[config.mk]
export PLATFORM = sky130hd
export DESIGN_NAME = jtag_scan_sequencer
export DESIGN_NICKNAME = d
export VERILOG_FILES = /design/src/rtl/jtag_scan_sequencer.sv
export SDC_FILE = /design/constraint.sdc
export NUM_CORES = 1
export LEC_CHECK = 0
export ABC_AREA = 1
export BUFFER_PORTS_ARGS = -buffer_cell sky130_fd_sc_hd__buf_4
export CORE_MARGIN = 2
export CORE_UTILIZATION = 44
export DETAILED_ROUTE_END_ITERATION = 10
export HOLD_SLACK_MARGIN = 0.03
export PLACE_DENSITY = 0.7
export SYNTH_ARGS = -nofsm -noshare
export SYNTH_HDL_FRONTEND = slang
export SYNTH_SLANG_ARGS = --single-unit
[constraint.sdc]
create_clock -name clk -period 3.45 [get_ports clk]
set_clock_uncertainty 0.05 [all_clocks]
set_input_delay 0.345 -clock clk [delete_from_list [all_inputs] [get_ports clk]]
set_output_delay 0.345 -clock clk [all_outputs]
set_load 0.05 [all_outputs]
[src/rtl/jtag_scan_sequencer.sv]
`default_nettype none
// ============================================================================
// Module   : jtag_scan_sequencer
// Turns single commands into complete TAP walks (reset, IR/DR scan, RTI pad).
// Optional TDO capture into rsp_data: define JTAG_SCAN_SEQUENCER_CAPTURE_EN.
// Revision : 1.0
// ============================================================================
module jtag_scan_sequencer #(
  parameter int IR_LENGTH  = 4,
  parameter int MAX_DR_LEN = 64,
  parameter int TCK_DIV    = 2
) (
  input  logic                  clk,
  input  logic                  trst_,
  input  logic                  cmd_valid,
  output logic                  cmd_ready,
  input  logic [1:0]            cmd_op,
  input  logic [6:0]            cmd_len,
  input  logic [MAX_DR_LEN-1:0] cmd_data,
  output logic                  rsp_valid,
  output logic                  rsp_err,
  output logic [MAX_DR_LEN-1:0] rsp_data,
  output logic                  tck,
  output logic                  tms,
  output logic                  tdi,
  input  logic                  tdo
);

  localparam logic [1:0] c_op_tap_reset = 2'd0;
  localparam logic [1:0] c_op_scan_ir   = 2'd1;
  localparam logic [1:0] c_op_scan_dr   = 2'd2;
  localparam logic [1:0] c_op_idle      = 2'd3;

  localparam int                 c_div_w   = $clog2(2 * TCK_DIV);
  localparam logic [c_div_w-1:0] c_rise_at = c_div_w'(TCK_DIV - 1);
  localparam logic [c_div_w-1:0] c_samp_at = c_div_w'(TCK_DIV);
  localparam logic [c_div_w-1:0] c_end_at  = c_div_w'(2 * TCK_DIV - 1);

  typedef enum logic [2:0] {
    S_IDLE      = 3'd0,
    S_PREAMBLE  = 3'd1,
    S_SHIFT     = 3'd2,
    S_POSTAMBLE = 3'd3,
    S_RESP      = 3'd4
  } state_t;

  state_t                r_state, w_state_nxt;
  logic [1:0]            r_op;
  logic [6:0]            r_len;
  logic [6:0]            r_cnt;
  logic [5:0]            r_pre;
  logic [MAX_DR_LEN-1:0] r_sh;
  logic [c_div_w-1:0]    r_div;
  logic                  r_tck, r_tms, r_tdi;
  logic                  r_tap_known;
  logic                  r_rsp_err;

  logic                  w_active, w_pulse_end, w_last, w_accept;
  logic                  w_err, w_no_pulse, w_is_scan;
  logic [5:0]            w_pre_tms;
  logic [6:0]            w_pre_cnt;
  logic [6:0]            w_shift_len;

  always_comb begin
    w_active    = (r_state == S_PREAMBLE) || (r_state == S_SHIFT) || (r_state == S_POSTAMBLE);
    w_pulse_end = w_active && (r_div == c_end_at);
    w_last      = (r_cnt == 7'd1);
    w_accept    = (r_state == S_IDLE) && cmd_valid;
    w_err       = ((cmd_op != c_op_tap_reset) && !r_tap_known) ||
                  ((cmd_op == c_op_scan_dr) && ((cmd_len == 7'd0) || (cmd_len > 7'(MAX_DR_LEN))));
    w_no_pulse  = w_err || ((cmd_op == c_op_idle) && (cmd_len == 7'd0));
    w_is_scan   = (r_op == c_op_scan_ir) || (r_op == c_op_scan_dr);
    w_shift_len = (r_op == c_op_scan_ir) ? 7'(IR_LENGTH) : r_len;

    // Preamble TMS patterns are consumed LSB first
    w_pre_tms = 6'b000000;
    w_pre_cnt = cmd_len;
    case (cmd_op)
      c_op_tap_reset: begin w_pre_tms = 6'b011111; w_pre_cnt = 7'd6; end
      c_op_scan_ir:   begin w_pre_tms = 6'b000011; w_pre_cnt = 7'd4; end
      c_op_scan_dr:   begin w_pre_tms = 6'b000001; w_pre_cnt = 7'd3; end
      default:        ;
    endcase

    w_state_nxt = r_state;
    case (r_state)
      S_IDLE:      if (cmd_valid) w_state_nxt = w_no_pulse ? S_RESP : S_PREAMBLE;
      S_PREAMBLE:  if (w_pulse_end && w_last) w_state_nxt = w_is_scan ? S_SHIFT : S_RESP;
      S_SHIFT:     if (w_pulse_end && w_last) w_state_nxt = S_POSTAMBLE;
      S_POSTAMBLE: if (w_pulse_end && w_last) w_state_nxt = S_RESP;
      S_RESP:      w_state_nxt = S_IDLE;
      default:     w_state_nxt = S_IDLE;
    endcase

    cmd_ready = (r_state == S_IDLE);
    rsp_valid = (r_state == S_RESP);
  end

  always_ff @(posedge clk or posedge trst_) begin
    if (trst_) r_state <= S_IDLE;
    else       r_state <= w_state_nxt;
  end

  always_ff @(posedge clk or posedge trst_) begin
    if (trst_) begin
      r_op        <= 2'd0;
      r_len       <= 7'd0;
      r_cnt       <= 7'd0;
      r_pre       <= 6'd0;
      r_sh        <= '0;
      r_div       <= '0;
      r_tck       <= 1'b0;
      r_tms       <= 1'b1;
      r_tdi       <= 1'b0;
      r_tap_known <= 1'b0;
      r_rsp_err   <= 1'b0;
    end else begin
      if (w_active) r_div <= w_pulse_end ? '0 : r_div + 1'b1;
      if (w_active && (r_div == c_rise_at)) r_tck <= 1'b1;
      if (w_pulse_end) r_tck <= 1'b0;

      case (r_state)
        S_IDLE: if (w_accept) begin
          r_op  <= cmd_op;
          r_len <= cmd_len;
          r_sh  <= cmd_data;
          r_div <= '0;
          if (w_no_pulse) begin
            r_rsp_err <= w_err;
          end else begin
            r_tms <= w_pre_tms[0];
            r_pre <= {1'b0, w_pre_tms[5:1]};
            r_cnt <= w_pre_cnt;
            r_tdi <= 1'b0;
          end
        end
        S_PREAMBLE: if (w_pulse_end) begin
          if (!w_last) begin
            r_cnt <= r_cnt - 7'd1;
            r_tms <= r_pre[0];
            r_pre <= {1'b0, r_pre[5:1]};
          end else if (w_is_scan) begin
            r_cnt <= w_shift_len;
            r_tms <= (w_shift_len == 7'd1);
            r_tdi <= r_sh[0];
          end else begin
            r_rsp_err <= 1'b0;
            if (r_op == c_op_tap_reset) r_tap_known <= 1'b1;
          end
        end
        S_SHIFT: if (w_pulse_end) begin
          // Last shift bit leaves via Exit1; postamble walks Update then RTI
          r_cnt <= w_last ? 7'd2 : r_cnt - 7'd1;
          r_tms <= w_last ? 1'b1 : (r_cnt == 7'd2);
          r_tdi <= w_last ? 1'b0 : r_sh[1];
          r_sh  <= r_sh >> 1;
        end
        S_POSTAMBLE: if (w_pulse_end) begin
          r_cnt <= r_cnt - 7'd1;
          r_tms <= 1'b0;
          if (w_last) r_rsp_err <= 1'b0;
        end
        default: ;
      endcase
    end
  end

  assign tck     = r_tck;
  assign tms     = r_tms;
  assign tdi     = r_tdi;
  assign rsp_err = r_rsp_err;

`ifdef JTAG_SCAN_SEQUENCER_CAPTURE_EN
  logic [MAX_DR_LEN-1:0] r_cap;
  logic [MAX_DR_LEN-1:0] r_rsp_data;
  logic [6:0]            w_align;

  assign w_align = 7'(MAX_DR_LEN) - w_shift_len;

  // TDO enters at the MSB and is right-justified when the scan completes
  always_ff @(posedge clk or posedge trst_) begin
    if (trst_) begin
      r_cap      <= '0;
      r_rsp_data <= '0;
    end else begin
      if (w_accept) r_cap <= '0;
      if ((r_state == S_SHIFT) && (r_div == c_samp_at)) r_cap <= {tdo, r_cap[MAX_DR_LEN-1:1]};
      if (w_accept && w_no_pulse) r_rsp_data <= '0;
      if ((r_state == S_PREAMBLE) && w_pulse_end && w_last && !w_is_scan) r_rsp_data <= '0;
      if ((r_state == S_POSTAMBLE) && w_pulse_end && w_last) r_rsp_data <= r_cap >> w_align;
    end
  end

  assign rsp_data = r_rsp_data;
`else
  logic w_unused_tdo;
  assign w_unused_tdo = tdo;
  assign rsp_data     = '0;
`endif

endmodule
`default_nettype wire
# Word-level counts from Yosys, hierarchy flattened
# Cells that the tools add are included.
[op_classes]
addsub = 2
n_lt_le_gt_ge = 1
eq_ne = 30
mux = 58
bitwise = 1
reduce_logical = 33
[op_table]
columns = ["operator", "count"]
rows = [
  ["2-to-1 mux 64 bit", 2],
  ["case mux 64 bit (2 select lines)", 1],
  ["2-to-1 mux 7 bit", 9],
  ["case mux 7 bit (4 select lines)", 1],
  ["2-to-1 mux 1 bit", 24],
  ["2-to-1 mux 6 bit", 4],
  ["case mux 7 bit (3 select lines)", 1],
  ["!= test 2 bit (second input constant)", 10],
  ["2-to-1 mux 3 bit", 6],
  ["case mux 5 bit (3 select lines)", 1],
  ["== test 7 x 1 -> 1 bit (second input constant)", 2],
  ["AND reduction 7 bit", 2],
  ["case mux 3 bit (4 select lines)", 1],
  ["case mux 6 bit (2 select lines)", 1],
  ["!= test 2 x 1 -> 1 bit (second input constant)", 5],
  ["AND reduction 5 bit", 2],
  ["== test 2 bit (second input constant)", 4],
  ["2-to-1 mux 2 bit", 4],
  ["AND reduction 8 bit", 1],
  ["nonzero test 2 bit", 4],
  ["== test 7 x 2 -> 1 bit (second input constant)", 1],
  ["> comparator 7 bit (second input constant)", 1],
  ["logical AND 1 bit", 7],
  ["zero test 7 bit", 1],
  ["other kinds (19)", 30],
]
[word_totals]
register_bits = 96
inputBits = 77
output_inout_bits = 70
word_cells = 137

# Longest topological paths before layout
[depth]
word_depth = 8
depth_mapped = 11
ltp_nobuf = 11

# Least setup slack after synthesis
# OpenSTA, ideal clock, no wires.
[synth_timing]
path_type = "flip-flop to output port"
from = "reg r_state[0]"
to = "out rsp_valid"
arrival_time_ns = 1.604
required_ns = 3.055
path_slack_ns = 1.451
stages_incl_launch_ff = 3
n_path_buf = 1
cell_sequence = "dfrtp_1 buf_2 nor3_1"
[synth_between]
elab_chain_len = 1
[synth_rtl]
columns = ["element", "line", "rtl"]
rows = [
  ["from (decl)", "47", "state_t r_state, w_state_nxt;"],
  ["from (signal assigned)", "101", "else r_state <= w_state_nxt;"],
  ["== test 3 bit", "96", "rsp_valid = (r_state == S_RESP);"],
  ["to (decl)", "20", "output logic rsp_valid,"],
]
# Every way passes these cells.

# Final worst setup path
[layout_timing]
from = "reg r_state[2]"
to = "reg r_sh[33]"
[layout_between]
elab_chain_len = 6
word_cells_on_any_way = 13
cone_classes = "5 x eq/ne; 1 x mux; 7 x reduce/logical"
[layout_rtl]
columns = ["element", "line", "rtl"]
rows = [
  ["== test 3 x 1 -> 1 bit / == test 3 x 2 -> 1 bit (equally long branches)", "65, 122", ""],
  ["logical OR 1 bit (2 in a row)", "65", "w_active = (r_state == S_PREAMBLE) || (r_state == S_SHIFT) || (r_state == S_POSTAMBLE);"],
  ["logical AND 1 bit", "66", "w_pulse_end = w_active && (r_div == c_end_at);"],
  ["!= test 2 bit (no line)", "-", ""],
  ["AND reduction 3 bit (no line)", "-", ""],
  ["to (signal assigned)", "126", "r_sh <= cmd_data;"],
  ["to (signal assigned)", "156", "r_sh <= r_sh >> 1;"],
  ["to (decl)", "52", "logic [MAX_DR_LEN-1:0] r_sh;"],
]
# Parallel ways exist; a longest one is shown, timed or not.
# A chain may end at the register's enable or synchronous reset.

==> impl_results.md <==
* Synth top area share at between 40% and 50%
* Slew HR at 39.53%
* # IOs at 147
* Port Buffers at 81
* Cell taking the most area after synthesis: dfrtp_1
* Element type at the critical path start: flip-flop
* Yosys cell types at 31
* Top cells by count, synth: nand2_1 (186), dfrtp_1 (93), buf_4 (71), inv_1 (71), o21ai_0 (55)
* Pleak at ~3.3 nW
* Clk Latency, worst-skew pair at 0.35 ns
* Total Routing Usage GR at approximately a fifth
* Crit Path Max Fanout at 64
* TritonRoute pass-1 iters at 4
* Via-per-instance ratio at between 4 and 5
* Post-cts resize count at 0
* Routed Antenna Nets at 0
* CTS tree: built
* WP data arrival at between 2 and 3 ns
* Clock power share at a little over two fifths
* Outcome: completed
* Sequential share of power at about 46%
* Cells after Synth at roughly 710
* CORE AREA at around 0.012 mm2
* Tmin final at about 2.5 ns
* Int Power at 1.758 mW
* Critical path, cell by cell: inv_2, nand2_1, nor2_4, nand2_1, nand2_4, buf_4, o211ai_1, o21ai_0
* Die area at ~0.013 mm2
* Cts bufs inserted at 9
* Cell area power density at between 300 and 400 mW/mm2
* Hold Buf Count CTS at 0
* Most used cell, CP: nand2_1
* Maxcap violations at 0
* Yosys warns at 0
* Iter 0 DRT Violations at 210
* Slowest Stage Delay on Critical Path at 0.49 ns
* Vias in the first global route at between 4000 and 5000
* Nets at 857
* Worst-case clock buffer depth at 2
* First-pass GRT wire length at about 20000 um
* WL/cell at 12.38 um
* Chip width at between 100 and 150 um
* Final setup violation count at 0
* Worst-Margin Slew at 0.9061 ns
* Unrepaired setup endpoints after global routing: no
* Final wirelength at approximately 12000 um
* Post-synthesis sequential area ratio at 42.69%
* Die Ht at roughly 120 um
* Post-CTS Setup Repair Bufs at 0
* Mean Syn Cell Area at 7.754 um2
* Crit-path slowest cell: nand2_4
* CP Class: flip-flop to flip-flop
* Total grt overflow at 0
* HP Class: input port to async pin
* Post-synth EDFFs at 0
* Core Util, Final at between 50% and 60%
* Post-DP HPWL at around 8400 um
* WP data required at around 3.7 ns
* Clock Sink Count at between 90 and 100
* Synth-to-layout area growth at 13.19%
* Ys flop type: dfrtp_1
* NetSw at between 600 and 700 uW
* Post-Syn Area at around 0.0055 mm2
* Net Sw Frac at roughly 27%
* Share of cells above drive strength 1 at approximately 16%
* Clk slew on worst S/H paths at 0.07 ns
* Combinational Power Share at around 11%
* Fin. Hold Viols at 0
* Fin. max-slew vios at 0
* Initial core utilization at approximately 46%
* Count leader, synth: nand2_1
* Diodes inserted at 0
* CTS root buffer: clkbuf_16
* Std-Cell Rows at 40
* DRC viols at 0
* Top area cells in the synthesized netlist: dfrtp_1 (42%), nand2_1 (13%), buf_4 (9.7%)
* Synth async-reset ratio at 100.0%
* Worst VDD drop at 387.2 uV
* Max Freq at roughly 400 MHz
* Largest net degree at the start of global routing at 86
* RePlAce Congestion at ~0.9
* Vias at around 4600
* Crit. End Element: flip-flop
* Setup TNS at 0 ns
* H-tree lvl count at 3
* Initial antenna violation count at 0
* Power, Total at ~2.4 mW
* Fin crit share at 73.10%
* FF+latch count, synth at 94
[power groups by stage]
| stage | clock (mW) | combinational, mW | sequential [mW] |
|---|---|---|---|
| 2_1_floorplan | 0 | 0.247 | 1.13 |
| 3_3_place_gp | 0 | 0.273 | 1.13 |
| 3_5_place_dp | 0 | 0.275 | 1.13 |
| 4_1_cts | 1.05 | 0.275 | 1.11 |
| 5_1_grt | 1.10 | 0.295 | 1.11 |
| 6_report | 1.03 | 0.274 | 1.11 |
[metal layers]
| metal | track usage, % | routed length (um) | vias to the layer above |
|---|---|---|---|
| met5 | 0 | 0 | - |
| met4 | 5.159 | 156 | 0 |
| met3 | 6.119 | 797 | 11 |
| met2 | 30.33 | 5545 | 142 |
| met1 | 23.84 | 5211 | 2121 |
| li1 | - | - | 2305 |
[cells by family (layout without fill, tap and decap cells)]
group                      count (synthesis)  after routing  share of synthesized area [%]
and+or+nand+nor                          298            298                          23.15
other                                      1             64                        0.06802
xor gates and xnor gates                   3              3                         0.4767
buffers and inverters                    176            180                          17.63
DFF                                       94             94                          42.69
adders and majority gates                  7              7                          1.589
AOI/OAI and AO/OA                        132            132                          14.39
[worst paths after layout]
check	start	end	slack [ns]	depth (start not counted)
worst min register to register	r_pre[2]	r_pre[2]	0.43	2
worst min-delay path	trst_	r_len[1]	0.02	2
worst max register to register	r_state[2]	r_sh[33]	0.93	8
worst max-delay path	r_state[2]	r_sh[33]	0.93	8
min in group clk	cmd_data[63]	r_sh[63]	0.18	3
max in group asynchronous	trst_	r_sh[22]	2.56	3
[state kept, by name (all words and copies together) (netlist names)]
| name | cells |
|---|---|
| tck | 1 |
| r_state | 3 |
| tms | 1 |
| r_op | 2 |
| r_pre | 4 |
| rsp_err | 1 |
| r_sh | 64 |
| r_div | 2 |
| r_len | 7 |
| tdi | 1 |
| r_tap_known | 1 |
| r_cnt | 7 |
[critical path: cells and delay by family, from the launching register on]
kind | cells | cell delay, ns
buffers and inverters | 2 | 0.49
and+or+nand+nor | 4 | 1.24
DFF | 1 | 0.39
AOI/OAI and AO/OA | 2 | 0.26
[cells in the final DEF (no fill, tap or decap), types with 2 or more instances in the layout]
cell type / n
nor2_1: 48
dfrtp_1: 93
nand3_1: 38
inv_1: 70
nor2_4: 4
xnor2_1: 2
a31oi_1: 28
nand4_1: 13
clkinv_2: 2
nor3_1: 2
buf_4: 86
o21ai_1: 2
ha_1: 7
nand2_2: 2
inv_2: 6
clkbuf_16: 9
o21ai_0: 55
a21oi_1: 9
nand2_4: 3
conb_1: 64
nand2_1: 186
o211ai_1: 36
[cell type report]
cell class	instances	area [um2]
clock buffer	10	239.0
clock inverter	6	67.56
fill	1165	5872
inverter	78	295.3
multi-input combinational	504	2429
sequential	94	2354
tap	168	210.2
timing repair buffer	86	645.6
[through the flow]
step / setup slack [ns] / hold slack (ns) / area (um2) / std cells
after floorplan: 0.6080 / 0.3922 / 5749 / 774
after global placement: 0.9948 / 0.4065 / 5933 / 930
after detailed placement: 0.9255 / 0.4116 / 5933 / 930
after CTS: 0.9133 / 0.04030 / 6240 / 946
after global routing: 0.6155 / 0.06268 / 6240 / 946
final: 0.9282 / 0.01866 / 6240 / 946
Note: power is estimated with default switching activity, not from simulation.
